### src/rtl/vga_timing_pkg.sv
// 640x480@60 timing constants for the VGA link, counted from the falling edge of sync,
// plus the lock state encoding shared by the frame monitor.
package vga_timing_pkg;

    localparam int H_VISIBLE = 640;
    localparam int H_FRONT   = 16;
    localparam int H_SYNC    = 96;
    localparam int H_BACK    = 48;
    localparam int V_VISIBLE = 480;
    localparam int V_FRONT   = 10;
    localparam int V_SYNC    = 2;
    localparam int V_BACK    = 33;

    localparam int H_TOTAL     = H_VISIBLE + H_FRONT + H_SYNC + H_BACK;
    localparam int V_TOTAL     = V_VISIBLE + V_FRONT + V_SYNC + V_BACK;
    localparam int H_VIS_START = H_SYNC + H_BACK;
    localparam int V_VIS_START = V_SYNC + V_BACK;

    localparam logic [9:0] CNT_MAX = 10'd1023;

    typedef enum logic [1:0] {
        UNLOCKED = 2'd0,
        ACQUIRE  = 2'd1,
        LOCKED   = 2'd2
    } mon_state_e;

endpackage

### src/rtl/sync_edge_det.sv
// Pixel-tick gated sync sampler; flags falling and rising edges of an active-low sync.
// The held sample resets high so the first low sync after reset reads as a fall.
module sync_edge_det (
    input  logic clk,
    input  logic reset,
    input  logic p_tick,
    input  logic sync_in,
    output logic fall,
    output logic rise
);

    logic prev_q;
    logic prev_d;

    always_comb begin
        prev_d = prev_q;
        if (p_tick) begin
            prev_d = sync_in;
        end
    end

    always_ff @(posedge clk or posedge reset) begin
        if (reset) begin
            prev_q <= 1'b1;
        end else begin
            prev_q <= prev_d;
        end
    end

    assign fall = p_tick &  prev_q & ~sync_in;
    assign rise = p_tick & ~prev_q &  sync_in;

endmodule

### src/rtl/vga_frame_monitor.sv
// VGA sink: recovers pixel coordinates, checks line/frame timing and publishes per-frame
// rgb checksum and lit-pixel count. Optional coordinate probe under `VGA_PROBE_EN.
module vga_frame_monitor #(
    parameter int H_VISIBLE = vga_timing_pkg::H_VISIBLE,
    parameter int H_FRONT   = vga_timing_pkg::H_FRONT,
    parameter int H_SYNC    = vga_timing_pkg::H_SYNC,
    parameter int H_BACK    = vga_timing_pkg::H_BACK,
    parameter int V_VISIBLE = vga_timing_pkg::V_VISIBLE,
    parameter int V_FRONT   = vga_timing_pkg::V_FRONT,
    parameter int V_SYNC    = vga_timing_pkg::V_SYNC,
    parameter int V_BACK    = vga_timing_pkg::V_BACK
) (
    input  logic        clk,
    input  logic        reset,
    input  logic        p_tick,
    input  logic        hsync,
    input  logic        vsync,
    input  logic [11:0] rgb,
`ifdef VGA_PROBE_EN
    input  logic [9:0]  probe_x,
    input  logic [9:0]  probe_y,
    output logic [11:0] probe_rgb,
    output logic        probe_hit,
`endif
    output logic        pix_valid,
    output logic [9:0]  x,
    output logic [9:0]  y,
    output logic        locked,
    output logic        timing_err,
    output logic        frame_done,
    output logic [15:0] frame_sum,
    output logic [18:0] lit_count
);

    typedef vga_timing_pkg::mon_state_e state_e;

    localparam int H_TOTAL = H_VISIBLE + H_FRONT + H_SYNC + H_BACK;
    localparam int V_TOTAL = V_VISIBLE + V_FRONT + V_SYNC + V_BACK;

    localparam logic [9:0]  H_VIS_START = 10'(H_SYNC + H_BACK);
    localparam logic [9:0]  H_VIS_END   = 10'(H_SYNC + H_BACK + H_VISIBLE - 1);
    localparam logic [9:0]  V_VIS_START = 10'(V_SYNC + V_BACK);
    localparam logic [9:0]  V_VIS_END   = 10'(V_SYNC + V_BACK + V_VISIBLE - 1);
    localparam logic [9:0]  H_LAST      = 10'(H_TOTAL - 1);
    localparam logic [9:0]  H_SYNC_W    = 10'(H_SYNC);
    localparam logic [10:0] LINES       = 11'(V_TOTAL);
    localparam logic [9:0]  CNT_MAX     = vga_timing_pkg::CNT_MAX;

    logic h_fall, h_rise, v_fall, v_rise_unused;

    sync_edge_det u_hsync_edge (
        .clk    (clk),
        .reset  (reset),
        .p_tick (p_tick),
        .sync_in(hsync),
        .fall   (h_fall),
        .rise   (h_rise)
    );

    sync_edge_det u_vsync_edge (
        .clk    (clk),
        .reset  (reset),
        .p_tick (p_tick),
        .sync_in(vsync),
        .fall   (v_fall),
        .rise   (v_rise_unused)
    );

    state_e      state_q, state_d;
    logic [9:0]  h_cnt_q, h_cnt_d;
    logic [9:0]  v_cnt_q, v_cnt_d;
    logic        frame_err_q, frame_err_d;
    logic [15:0] sum_q, sum_d;
    logic [18:0] lit_q, lit_d;
    logic [15:0] frame_sum_q, frame_sum_d;
    logic [18:0] lit_count_q, lit_count_d;
    logic [9:0]  x_q, x_d;
    logic [9:0]  y_q, y_d;
    logic        pix_valid_q, pix_valid_d;
    logic        timing_err_q, timing_err_d;
    logic        frame_done_q, frame_done_d;

    logic        active;
    logic        visible;
    logic        err;
    logic [10:0] line_cnt;

    // h_cnt_d/v_cnt_d are the coordinates of the sample being taken this tick.
    always_comb begin
        h_cnt_d = h_cnt_q;
        v_cnt_d = v_cnt_q;
        if (p_tick) begin
            if (h_fall) begin
                h_cnt_d = 10'd0;
            end else if (h_cnt_q != CNT_MAX) begin
                h_cnt_d = h_cnt_q + 10'd1;
            end
            if (v_fall) begin
                v_cnt_d = 10'd0;
            end else if (h_fall && v_cnt_q != CNT_MAX) begin
                v_cnt_d = v_cnt_q + 10'd1;
            end
        end
    end

    // Lines in the frame just ended, including one whose hsync falls with this vsync.
    assign line_cnt = {1'b0, v_cnt_q} + {10'd0, h_fall};
    assign active   = (state_q != vga_timing_pkg::UNLOCKED);
    assign visible  = p_tick
                    && (h_cnt_d >= H_VIS_START) && (h_cnt_d <= H_VIS_END)
                    && (v_cnt_d >= V_VIS_START) && (v_cnt_d <= V_VIS_END);
    assign err      = active
                    && ((h_fall && (h_cnt_q != H_LAST))
                     || (h_rise && (h_cnt_d != H_SYNC_W))
                     || (v_fall && (line_cnt != LINES))
                     || (p_tick && !h_fall && (h_cnt_q == CNT_MAX - 10'd1)));

    always_comb begin
        state_d      = state_q;
        frame_err_d  = frame_err_q;
        sum_d        = sum_q;
        lit_d        = lit_q;
        frame_sum_d  = frame_sum_q;
        lit_count_d  = lit_count_q;
        x_d          = x_q;
        y_d          = y_q;
        pix_valid_d  = 1'b0;
        timing_err_d = 1'b0;
        frame_done_d = 1'b0;

        if (active && visible) begin
            pix_valid_d = 1'b1;
            x_d         = h_cnt_d - H_VIS_START;
            y_d         = v_cnt_d - V_VIS_START;
        end

        case (state_q)
            vga_timing_pkg::UNLOCKED: begin
                if (v_fall) begin
                    state_d     = vga_timing_pkg::ACQUIRE;
                    frame_err_d = 1'b0;
                    sum_d       = 16'd0;
                    lit_d       = 19'd0;
                end
            end
            default: begin
                if (v_fall) begin
                    sum_d       = 16'd0;
                    lit_d       = 19'd0;
                    frame_err_d = 1'b0;
                    if (err || frame_err_q) begin
                        state_d      = vga_timing_pkg::ACQUIRE;
                        timing_err_d = err;
                    end else begin
                        state_d      = vga_timing_pkg::LOCKED;
                        frame_sum_d  = sum_q;
                        lit_count_d  = lit_q;
                        frame_done_d = 1'b1;
                    end
                end else if (err) begin
                    state_d      = vga_timing_pkg::ACQUIRE;
                    timing_err_d = 1'b1;
                    frame_err_d  = 1'b1;
                    sum_d        = 16'd0;
                    lit_d        = 19'd0;
                end else if (visible) begin
                    sum_d = sum_q + {4'b0000, rgb};
                    if (rgb != 12'd0) begin
                        lit_d = lit_q + 19'd1;
                    end
                end
            end
        endcase
    end

    always_ff @(posedge clk or posedge reset) begin
        if (reset) begin
            state_q      <= vga_timing_pkg::UNLOCKED;
            h_cnt_q      <= 10'd0;
            v_cnt_q      <= 10'd0;
            frame_err_q  <= 1'b0;
            sum_q        <= 16'd0;
            lit_q        <= 19'd0;
            frame_sum_q  <= 16'd0;
            lit_count_q  <= 19'd0;
            x_q          <= 10'd0;
            y_q          <= 10'd0;
            pix_valid_q  <= 1'b0;
            timing_err_q <= 1'b0;
            frame_done_q <= 1'b0;
        end else begin
            state_q      <= state_d;
            h_cnt_q      <= h_cnt_d;
            v_cnt_q      <= v_cnt_d;
            frame_err_q  <= frame_err_d;
            sum_q        <= sum_d;
            lit_q        <= lit_d;
            frame_sum_q  <= frame_sum_d;
            lit_count_q  <= lit_count_d;
            x_q          <= x_d;
            y_q          <= y_d;
            pix_valid_q  <= pix_valid_d;
            timing_err_q <= timing_err_d;
            frame_done_q <= frame_done_d;
        end
    end

    assign pix_valid  = pix_valid_q;
    assign x          = x_q;
    assign y          = y_q;
    assign locked     = (state_q == vga_timing_pkg::LOCKED);
    assign timing_err = timing_err_q;
    assign frame_done = frame_done_q;
    assign frame_sum  = frame_sum_q;
    assign lit_count  = lit_count_q;

`ifdef VGA_PROBE_EN
    logic [11:0] probe_rgb_q, probe_rgb_d;
    logic        probe_hit_q, probe_hit_d;

    always_comb begin
        probe_rgb_d = probe_rgb_q;
        probe_hit_d = 1'b0;
        if (pix_valid_d && (x_d == probe_x) && (y_d == probe_y)) begin
            probe_rgb_d = rgb;
            probe_hit_d = 1'b1;
        end
    end

    always_ff @(posedge clk or posedge reset) begin
        if (reset) begin
            probe_rgb_q <= 12'd0;
            probe_hit_q <= 1'b0;
        end else begin
            probe_rgb_q <= probe_rgb_d;
            probe_hit_q <= probe_hit_d;
        end
    end

    assign probe_rgb = probe_rgb_q;
    assign probe_hit = probe_hit_q;
`endif

endmodule

### config.mk
export PLATFORM = sky130hd
export DESIGN_NAME = vga_frame_monitor
export DESIGN_NICKNAME = d
export VERILOG_FILES = /design/src/rtl/vga_timing_pkg.sv /design/src/rtl/sync_edge_det.sv /design/src/rtl/vga_frame_monitor.sv
export SDC_FILE = /design/constraint.sdc
export NUM_CORES = 1
export LEC_CHECK = 0
export ABC_AREA = 0
export CAP_MARGIN = 15
export CORE_ASPECT_RATIO = 0.8
export CORE_UTILIZATION = 58
export CTS_CLUSTER_DIAMETER = 120
export DETAILED_ROUTE_END_ITERATION = 16
export PLACE_DENSITY = 0.83
export SYNTH_ARGS = -nofsm -noshare
export SYNTH_HDL_FRONTEND = slang
export SYNTH_SLANG_ARGS = --single-unit
### constraint.sdc
create_clock -name clk -period 7.1 [get_ports clk]
set_input_delay 2.13 -clock clk [delete_from_list [all_inputs] [get_ports clk]]
set_output_delay 2.13 -clock clk [all_outputs]
set_load 0.05 [all_outputs]
==> results.cfg <==
[pwr]
power_per_cell_area_nw_per_um2 = 232
vdd.ir_drop.worst_mv = 0.159
power.static_leakage_nw = 3.57

[detailed_routing]
initialDrtViolationCount = 388
detail_route.vias_per_cell = 6.16
drt-total-wl_um = 15400
routedWlPerCell_um = 18.6
remaining_drc_errors = 0
detailedRoute.firstPassIterationCount = 6
vias = 5112
final_antenna_net_count = 0

[yosys]
synth_area_um2 = 6450
post_synth_edffs = 0
yosysWarnings = 0
mappedNetlistNets = 637
syn_area_per_cell_um2 = 10.8
post_synth_inst_count = 596
synthDistinctLibCells = 82
postSynth.topFlopCell = sky130_fd_sc_hd__dfrtp_1
postSynthRegisterBits = 118
ys_seq_area_frac = 0.458
ys_async_sr_fraction = 1.00

[cts]
cts_inserted_buffers = 17
post_cts.repair.setup_buffers = 0
cts_htree_levels = 4
cts_root_buf = sky130_fd_sc_hd__clkbuf_16
post_cts_hold_buffer_count = 0
clkSlewWorstSetupHoldPaths_ns = 0.05
cts-resized-gates = 0
clock_sink_count = 118
cts_tree = built
cts_buffer_depth = 2
insertion_delay_to_the_later_sink_of_the_worst_skew_pair_ns = 0.42

[floorplanning]
floorplan.core_area_um2 = 10800
std_cell_rows = 34
design.portCount = 76
start_util = 0.594
die_y_um = 96.3
die-width_um = 120
die_area_um2 = 11500

[setup_path]
crit_type = in2reg
critPathLaunchType = input port
max_stage_delay_ns = 0.57
timing.critical_path.to = x[3]
first_element_of_the_critical_path = p_tick
arrival_time_worst_endpoint_ns = 6.03
ff2ff_setup_slack_ns = 3.07
worst-endpoint-required_ns = 7.39
timing.reg2reg.worst_path_depth = 11
critical_path.slowest_cell = sky130_fd_sc_hd__nor2_4
critical_path.endpoint_type = flop
reg2reg_to = x[3]
timing.critical_path.fanout_max = 30
crit_chain = clkdlybuf4s50_1 > buf_4 > nand3b_4 > a31oi_2 > mux2i_1 > ha_1 > inv_1 > a2111oi_1 > nand4b_1 > a211o_4 > nor2_4 > mux2_2
timing.rr.start = v_cnt_q[0]

[sta]
setup_violations = 0
maxSlewViolCount = 0
achievable-frequency_mhz = 174
max_slew.worst_pin.slew_ns = 0.862
period_share = 0.808
slew_headroom = 0.425
setup_repair_after_global_routing_missed_its_margin = false
post_route_skew_ns = 0.0121
worst_hold_slack_ns = 0.482
final.min_clock_period_ns = 5.73
setup_tns_ns = 0
finalHoldViolations = 0
layout_setup_ws_ns = 1.37

[placed_design]
port_buffers = 75
dp.final_hpwl_um = 10200
post-place-ws_ns = 1.08
gp_routability_congestion = 0.886

[final_layout]
areaGrowthSynthToFinish_pct = 21.7
num_antenna_cells = 0
drive_gt1_frac = 0.172
nNetsFinal = 714
final.fill_count = 753

[run_status]
outcome = completed

[grt]
grt_antenna_before_repair = 0
grt_remaining_overflow = 0
grt_max_degree = 72
groute.usage.overall = 0.281
number_of_global_route_vias_before_repair = 4992
first_pass_grt_wire_length_um = 24900

[run]
max_cap_violations = 0

[hold_path]
worst_hold_path_type = reg2reg
[synthesized netlist by cell type (3+ instances only)]
library cell | instances | area share
sky130_fd_sc_hd__inv_1 | 28 | 0.016
sky130_fd_sc_hd__o21ai_1 | 7 | 0.0054
sky130_fd_sc_hd__and3_1 | 10 | 0.0097
sky130_fd_sc_hd__a21oi_1 | 25 | 0.019
sky130_fd_sc_hd__clkbuf_1 | 3 | 0.0017
sky130_fd_sc_hd__mux2_2 | 41 | 0.072
sky130_fd_sc_hd__nor2_1 | 37 | 0.022
sky130_fd_sc_hd__xnor2_1 | 15 | 0.020
sky130_fd_sc_hd__nor2b_1 | 14 | 0.014
sky130_fd_sc_hd__nand3_1 | 22 | 0.017
sky130_fd_sc_hd__nand2_1 | 32 | 0.019
sky130_fd_sc_hd__a31oi_1 | 7 | 0.0068
sky130_fd_sc_hd__o211ai_1 | 4 | 0.0047
sky130_fd_sc_hd__o21ai_0 | 24 | 0.019
sky130_fd_sc_hd__mux2_1 | 4 | 0.0070
sky130_fd_sc_hd__xor2_1 | 8 | 0.011
sky130_fd_sc_hd__nor3_1 | 8 | 0.0062
sky130_fd_sc_hd__or3_1 | 4 | 0.0039
sky130_fd_sc_hd__or2_2 | 5 | 0.0049
sky130_fd_sc_hd__ha_1 | 23 | 0.045
sky130_fd_sc_hd__a211o_1 | 3 | 0.0041
sky130_fd_sc_hd__dfrtp_1 | 116 | 0.45
sky130_fd_sc_hd__nand4_1 | 8 | 0.0078
sky130_fd_sc_hd__and2_1 | 6 | 0.0058
sky130_fd_sc_hd__o31ai_1 | 13 | 0.015
sky130_fd_sc_hd__a22o_1 | 10 | 0.014
sky130_fd_sc_hd__o41ai_1 | 6 | 0.0081
sky130_fd_sc_hd__a21o_1 | 7 | 0.0081
sky130_fd_sc_hd__buf_2 | 11 | 0.0085
sky130_fd_sc_hd__a41oi_1 | 4 | 0.0054
sky130_fd_sc_hd__and4_1 | 5 | 0.0068
sky130_fd_sc_hd__o21a_1 | 4 | 0.0047
sky130_fd_sc_hd__o31ai_2 | 3 | 0.0058
sky130_fd_sc_hd__nor4_1 | 4 | 0.0039
sky130_fd_sc_hd__mux2i_1 | 6 | 0.0093
sky130_fd_sc_hd__buf_6 | 8 | 0.014
[layer usage]
| metal | track usage | routed length (µm) | part of all wire | vias to the layer above |
|---|---|---|---|---|
| met1 | 0.352 | 6750 | 0.44 | 2566 |
| met5 | 0 | 0 | 0 | - |
| met3 | 0.0640 | 829 | 0.054 | 28 |
| met4 | 0.113 | 228 | 0.015 | 0 |
| li1 | - | - | - | 2354 |
| met2 | 0.478 | 7600 | 0.49 | 164 |
[registers in the layout (all words and copies together), names as in the netlist, 2 cells and up]
signal	flops
frame_sum	16
h_cnt_q	10
state_q	2
v_cnt_q	10
lit_count	19
sum_q	16
y	10
lit_q	19
x	10
[layout make-up]
| type | instances | area [µm²] | area share |
|---|---|---|---|
| multi-input cells | 425 | 3220 | 0.411 |
| well taps | 144 | 180 | 0.0230 |
| inverters | 29 | 111 | 0.0142 |
| repair buffers | 82 | 803 | 0.102 |
| clock buffers | 20 | 447 | 0.0569 |
| flip-flops and latches | 118 | 2960 | 0.377 |
| clock inverters | 12 | 128 | 0.0163 |
[metrics by stage]
stage	instance area (µm²)	std cells	utilization	power [mW]
6_report	7850	830	0.723	1.82
5_1_grt	7850	830	0.723	1.89
4_1_cts	7850	830	0.723	1.83
3_5_place_dp	7270	798	0.670	0.992
3_3_place_gp	7270	798	0.670	0.985
2_1_floorplan	6450	596	-	0.928
[cells by family (layout without fill, tap and decap cells)]
kind of cell	after synthesis	in the layout	share of synthesized area
buffers and inverters	53	143	0.0435
DFF	118	118	0.458
xor gates and xnor gates	23	23	0.0312
adders and majority gates	24	24	0.0477
and+or+nand+nor	179	179	0.159
muxes	51	51	0.0879
AOI/OAI and AO/OA	148	148	0.173
[cell usage in the layout (no fill, tap or decap), types with 3 or more instances in the layout]
| master | instances |
|---|---|
| sky130_fd_sc_hd__dfrtp_1 | 116 |
| sky130_fd_sc_hd__clkdlybuf4s50_1 | 75 |
| sky130_fd_sc_hd__mux2_2 | 41 |
| sky130_fd_sc_hd__nor2_1 | 37 |
| sky130_fd_sc_hd__nand2_1 | 32 |
| sky130_fd_sc_hd__inv_1 | 27 |
| sky130_fd_sc_hd__a21oi_1 | 25 |
| sky130_fd_sc_hd__o21ai_0 | 24 |
| sky130_fd_sc_hd__ha_1 | 23 |
| sky130_fd_sc_hd__nand3_1 | 22 |
| sky130_fd_sc_hd__clkbuf_16 | 17 |
| sky130_fd_sc_hd__xnor2_1 | 15 |
| sky130_fd_sc_hd__nor2b_1 | 14 |
| sky130_fd_sc_hd__o31ai_1 | 13 |
| sky130_fd_sc_hd__and3_1 | 10 |
| sky130_fd_sc_hd__a22o_1 | 10 |
| sky130_fd_sc_hd__nor3_1 | 8 |
| sky130_fd_sc_hd__nand4_1 | 8 |
| sky130_fd_sc_hd__xor2_1 | 8 |
| sky130_fd_sc_hd__a21o_1 | 7 |
| sky130_fd_sc_hd__a31oi_1 | 7 |
| sky130_fd_sc_hd__o21ai_1 | 7 |
| sky130_fd_sc_hd__buf_4 | 7 |
| sky130_fd_sc_hd__mux2i_1 | 6 |
| sky130_fd_sc_hd__o41ai_1 | 6 |
| sky130_fd_sc_hd__and2_1 | 6 |
| sky130_fd_sc_hd__or2_2 | 5 |
| sky130_fd_sc_hd__and4_1 | 5 |
| sky130_fd_sc_hd__o211ai_1 | 4 |
| sky130_fd_sc_hd__o21a_1 | 4 |
| sky130_fd_sc_hd__a41oi_1 | 4 |
| sky130_fd_sc_hd__nor4_1 | 4 |
| sky130_fd_sc_hd__or3_1 | 4 |
| sky130_fd_sc_hd__mux2_1 | 4 |
| sky130_fd_sc_hd__clkinvlp_4 | 4 |
| sky130_fd_sc_hd__clkinv_2 | 4 |
| sky130_fd_sc_hd__a211o_1 | 3 |
| sky130_fd_sc_hd__o31ai_2 | 3 |
[worst min path at each step]
stage	from	to	slack, ns	cells after the start
after global placement	sum_q[15]	sum_q[15]	0.46	1
after global routing	sum_q[15]	sum_q[15]	0.51	1
after floorplan	lit_q[18]	lit_q[18]	0.44	1
after CTS	x[1]	x[1]	0.49	1
final	x[1]	x[1]	0.48	1
after detailed placement	sum_q[15]	sum_q[15]	0.47	1
[worst max-delay path: cells and delay by family]
family / cells / cell delay [ns]
AOI/OAI and AO/OA: 3 / 1.03
and+or+nand+nor: 3 / 0.95
buffers and inverters: 3 / 0.85
muxes: 2 / 0.82
adders and majority gates: 1 / 0.22
[where the power goes]
| part | switching (mW) | total, mW | internal, mW |
|---|---|---|---|
| sequential | 0.0437 | 0.743 | 0.699 |
| clock | 0.308 | 0.832 | 0.524 |
| combinational | 0.151 | 0.244 | 0.0929 |
(Power assumes the default switching activity.)
==> RTL edit 1, RTL diff (same settings) <==
The option `VGA_PROBE_EN` is turned on by a define.
--- a/src/rtl/vga_frame_monitor.sv
+++ b/src/rtl/vga_frame_monitor.sv
@@ -1,5 +1,7 @@
 // VGA sink: recovers pixel coordinates, checks line/frame timing and publishes per-frame
 // rgb checksum and lit-pixel count. Optional coordinate probe under `VGA_PROBE_EN.
+`define VGA_PROBE_EN
+
 module vga_frame_monitor #(
     parameter int H_VISIBLE = vga_timing_pkg::H_VISIBLE,
     parameter int H_FRONT   = vga_timing_pkg::H_FRONT,
Interface: changed (added probe_hit, probe_rgb, probe_x and probe_y); port bits go from 76 to 109. No check against the original RTL was run, so the function may have changed too.
==> RTL edit 1 against the unedited design <==
- final area rose by 18%
- count of clock-buffer cells in the layout fell by 2
- worst setup slack got worse by 0.83 ns
- sequential cell count rose by 13
- wire length rose by 34%
- power rose by 7.9%
- combinational power rose by 34%
- fmax fell by 13%
- synthesized area rose by 15%
- largest cell class unchanged
- highest routed layer unchanged
==> RTL edit 1: results (changes against the unedited design) <==
Max VDD drop=182 µV (+14%); routed vias/inst=6.28 (+2.0%); Critical Path Slowest Stage Cell=clkdlybuf4s50_1; worst r2r path cells=14 (+3); status=finished, final reports clean; Worst-Margin Slew=0.908 ns (+0.0455 ns); vias in the first global route=6275 (+26%); DRT Pass-1 Iters=5 (-1); Final #Nets=913 (+28%); Worst Path Arrival=6.86 ns (+0.83 ns); largest net degree at the start of global routing=89 (+24%); layout cell share with drive strength beyond 1=0.159 (-0.0133); Lkg Pwr=4.06 nW (+14%); WHS Endpoint=y[6]$_DFF_PP0_; crit-path max FO=12 (-60%); CP max stage delay=0.65 ns (+0.08 ns); post-DR wirelength/cell=20.0 µm (+7.9%); Routability Congestion=0.975 (+10%); met2 WL post-DR=9.42 mm (+24%); syn_nets=793 (+24%); Unique masters post-synth=86 (+4.9%); GRT Util Overall=0.326 (+0.0451); wire length on met3=1.55 mm (+87%); wire length on met1=9.39 mm (+39%); top cells by count, synth=129 x dfrtp_1, 56 x nand2_1, 45 x a21oi_1, 42 x mux2_2, 41 x nor2_1; H-tree Lvls=4 (unchanged); GR Util met2=0.504 (+0.0265); I/O Buffers=108 (+44%); Worst R2R Start=h_cnt_q[1]$_DFF_PP0_; minimum hold slack=0.476 ns (-0.00599 ns); synth top area cells=dfrtp_1 44%, mux2_2 6.4%, ha_1 4.1%; r2r setup slk=2.13 ns (-0.94 ns); met3 Usage GRT=0.0721 (+0.00815); Hold Path Cell Cnt=2 (+1); DP HPWL=14.8 mm (+46%)
-- RTL edit 1: cell types whose count changed after synthesis, moves of 10 or more --
| cell | change |
|---|---|
| a21oi_1 | +20 |
| a22o_1 | -10 |
| clkbuf_1 | +16 |
| dfrtp_1 | +13 |
| nand2_1 | +24 |
| nand3_1 | +12 |
| nor2b_1 | -11 |
| nor3_1 | +14 |
| xnor2_1 | +19 |
-- RTL edit 1: kinds of logic after synthesis --
logic type      synth area share
fa+ha+maj                 0.0433
mux                       0.0890
simple gates               0.175
xor+xnor                  0.0509
compound gates             0.155
flops                      0.443
buf+inv                   0.0438
-- RTL edit 1: through the flow --
| stage | instance area (µm²) | cells | setup slack [ns] | total power (W) |
|---|---|---|---|---|
| floorplan | 7400 | 731 | 1.29 | 0.00103 |
| global placement | 8720 | 1002 | 0.362 | 0.00114 |
| detailed placement | 8720 | 1002 | 0.254 | 0.00115 |
| CTS | 9260 | 1033 | 0.626 | 0.00196 |
| global route | 9290 | 1034 | 0.119 | 0.00203 |
| finish | 9290 | 1034 | 0.539 | 0.00196 |
-- RTL edit 1: worst max-delay path: cells and delay by family --
kind	cells	cell delay, ns
buffers and inverters	4	1.30
AO/OA/AOI/OAI	5	1.63
AND/OR/NAND/NOR	3	0.64
multiplexers	2	0.83
adder cells (fa/ha/maj)	1	0.33
-- RTL edit 1: power by group --
group,total [W],leakage (nW),internal [W],switching (W)
Sequential,0.000826,1.80,0.000779,0.0000477
Clock,0.000811,0.258,0.000478,0.000333
Combinational,0.000326,2.00,0.000130,0.000196
-- RTL edit 1: final cells by class --
class,instances,area (µm²)
Sequential cell,131,3280
Multi-Input combinational cell,530,3800
Clock inverter,13,111
Tap cell,171,214
Inverter,37,144
Timing Repair Buffer,134,1310
Fill cell,838,3010
Clock buffer,18,429
==> RTL edit 2, RTL diff (config.mk and constraints unchanged) <==
Made on the original files. Take the reset off `frame_sum_q` and load it in a clocked block of its own.
--- a/src/rtl/vga_frame_monitor.sv
+++ b/src/rtl/vga_frame_monitor.sv
@@ -181,7 +181,6 @@
             frame_err_q  <= 1'b0;
             sum_q        <= 16'd0;
             lit_q        <= 19'd0;
-            frame_sum_q  <= 16'd0;
             lit_count_q  <= 19'd0;
             x_q          <= 10'd0;
             y_q          <= 10'd0;
@@ -195,7 +194,6 @@
             frame_err_q  <= frame_err_d;
             sum_q        <= sum_d;
             lit_q        <= lit_d;
-            frame_sum_q  <= frame_sum_d;
             lit_count_q  <= lit_count_d;
             x_q          <= x_d;
             y_q          <= y_d;
@@ -203,6 +201,10 @@
             timing_err_q <= timing_err_d;
             frame_done_q <= frame_done_d;
         end
+    end
+
+    always_ff @(posedge clk) begin
+        frame_sum_q <= frame_sum_d;
     end
 
     assign pix_valid  = pix_valid_q;
Formal check against the unedited RTL: no difference found for any inputs over 4 cycles, from zero or initial values and one cycle with reset high; that may be too few to reach the edited logic, so the function may still have changed.
==> RTL edit 2 against the unedited design <==
- clock skew decreased by 0.0011 ns
- synthesized area up 0.31%
- wire length grew 12%
- hold slack about the same
- worst setup slack lost 0.16 ns
- sequential cell count stayed put
- final area rose by 0.65%
- die area up 0.31%
- non-clock buffer count is 8 higher
- register-to-register slack got worse by 0.42 ns
- core utilization up 0.47 points
Power is not compared: it rests on default switching activity, and its combinational part moved more than twofold at a synthesized area within 25%.
==> RTL edit 2: results (changes against the unedited design) <==
status=finished, final reports clean; minimum hold slack=0.482 ns (-0.000306 ns); vias in the first global route=5593 (+12%); Placement Setup Slack=0.897 ns (-0.178 ns); post-route clock skew=0.0109 ns (-0.00113 ns); CP max stage delay=0.46 ns (-0.11 ns); Critical Path Slowest Stage Cell=clkdlybuf4s50_1; WHS Endpoint=y[2]$_DFFE_PP0P_; syn_nets=695 (+9.1%); synth top area cells=dfrtp_1 39%, edfxtp_1 7.4%, ha_1 4.4%; initial DRC count=731 (+88%); sequential area share after synthesis=0.469 (+0.0110); Worst Path Arrival=6.18 ns (+0.15 ns); top cells by count, synth=100 x dfrtp_1, 53 x nand2_1, 35 x nor2_1, 35 x o21ai_0, 29 x nand3_1; Post-Route WL=17.2 mm (+12%); r2r setup slk=2.65 ns (-0.42 ns); fill cell count=806 (+7.0%); DRT Pass-1 Iters=5 (-1); crit path from=hsync; Hold Path Cell Cnt=2 (+1); layout cell share with drive strength beyond 1=0.112 (-0.0602); Unique masters post-synth=69 (-16%); Crit path max-delay family=buffers and inverters; relative max-transition margin=0.336 (-0.0888); GRT Util Overall=0.311 (+0.0301); largest net degree at the start of global routing=62 (-14%); number of synthesized flops with an enable pin=16 (+16)
RTL edit 2: how the worst max path moves through the flow:
| stage | to | slack [ns] | cells past startpoint |
|---|---|---|---|
| 6_report | x[1]$_DFFE_PP0P_ | 1.21 | 14 |
| 5_1_grt | x[1]$_DFFE_PP0P_ | 0.90 | 14 |
| 4_1_cts | x[1]$_DFFE_PP0P_ | 1.25 | 14 |
| 3_5_place_dp | x[1]$_DFFE_PP0P_ | 0.90 | 14 |
| 3_3_place_gp | x[3]$_DFFE_PP0P_ | 1.14 | 14 |
| 2_1_floorplan | x[0]$_DFFE_PP0P_ | 2.04 | 12 |
RTL edit 2: area by class of cell:
| cell class | count | area (µm²) | area share |
|---|---|---|---|
| clock buffers | 22 | 454 | 0.0575 |
| clock inverters | 10 | 57.6 | 0.00729 |
| inverters | 29 | 111 | 0.0141 |
| multi-input cells | 473 | 3200 | 0.405 |
| flip-flops and latches | 118 | 3040 | 0.384 |
| well taps | 144 | 180 | 0.0228 |
| repair buffers | 90 | 863 | 0.109 |
RTL edit 2: metal layers:
layer | track usage | routed length (µm) | up-vias
li1 | - | - | 2606
met1 | 0.417 | 7490 | 2834
met2 | 0.484 | 7990 | 339
met3 | 0.0663 | 1250 | 54
met4 | 0.156 | 473 | 0
met5 | 0 | 0 | -
RTL edit 2: metrics by stage:
step	total power [W]	util	cells
floorplan	0.00122	-	654
global route	0.00222	0.728	886
global placement	0.00134	0.681	854
CTS	0.00212	0.728	886
finish	0.00213	0.728	886
detailed placement	0.00137	0.681	854
RTL edit 2: cells by family (layout without fill, tap and decap cells):
group,count (synthesis),after routing,synth area share
AND/OR/NAND/NOR,228,228,0.188
AO/OA/AOI/OAI,168,168,0.173
flip-flops,118,118,0.469
buffers and inverters,63,151,0.0398
multiplexers,28,28,0.0480
XOR/XNOR,25,25,0.0338
adder cells (fa/ha/maj),24,24,0.0476
RTL edit 2: power breakdown:
| part | leakage, nW | switching, W | internal [W] |
|---|---|---|---|
| combinational | 1.63 | 0.000322 | 0.000209 |
| sequential | 1.53 | 0.0000811 | 0.000763 |
| clock | 0.249 | 0.000302 | 0.000449 |
RTL edit 2: worst reg2reg max path, stage by stage (launching register included):
cell,delay (ns)
dfrtp_1,0.48
ha_1,0.29
and4_1,0.30
nand3_1,0.21
and3_1,0.24
o21ai_0,0.15
a22oi_1,0.18
inv_1,0.13
ha_1,0.15
o41ai_1,0.06
a311oi_1,0.36
a31o_2,0.42
a21oi_1,0.23
nor4_4,0.24
buf_4,0.50
mux2_2,0.41
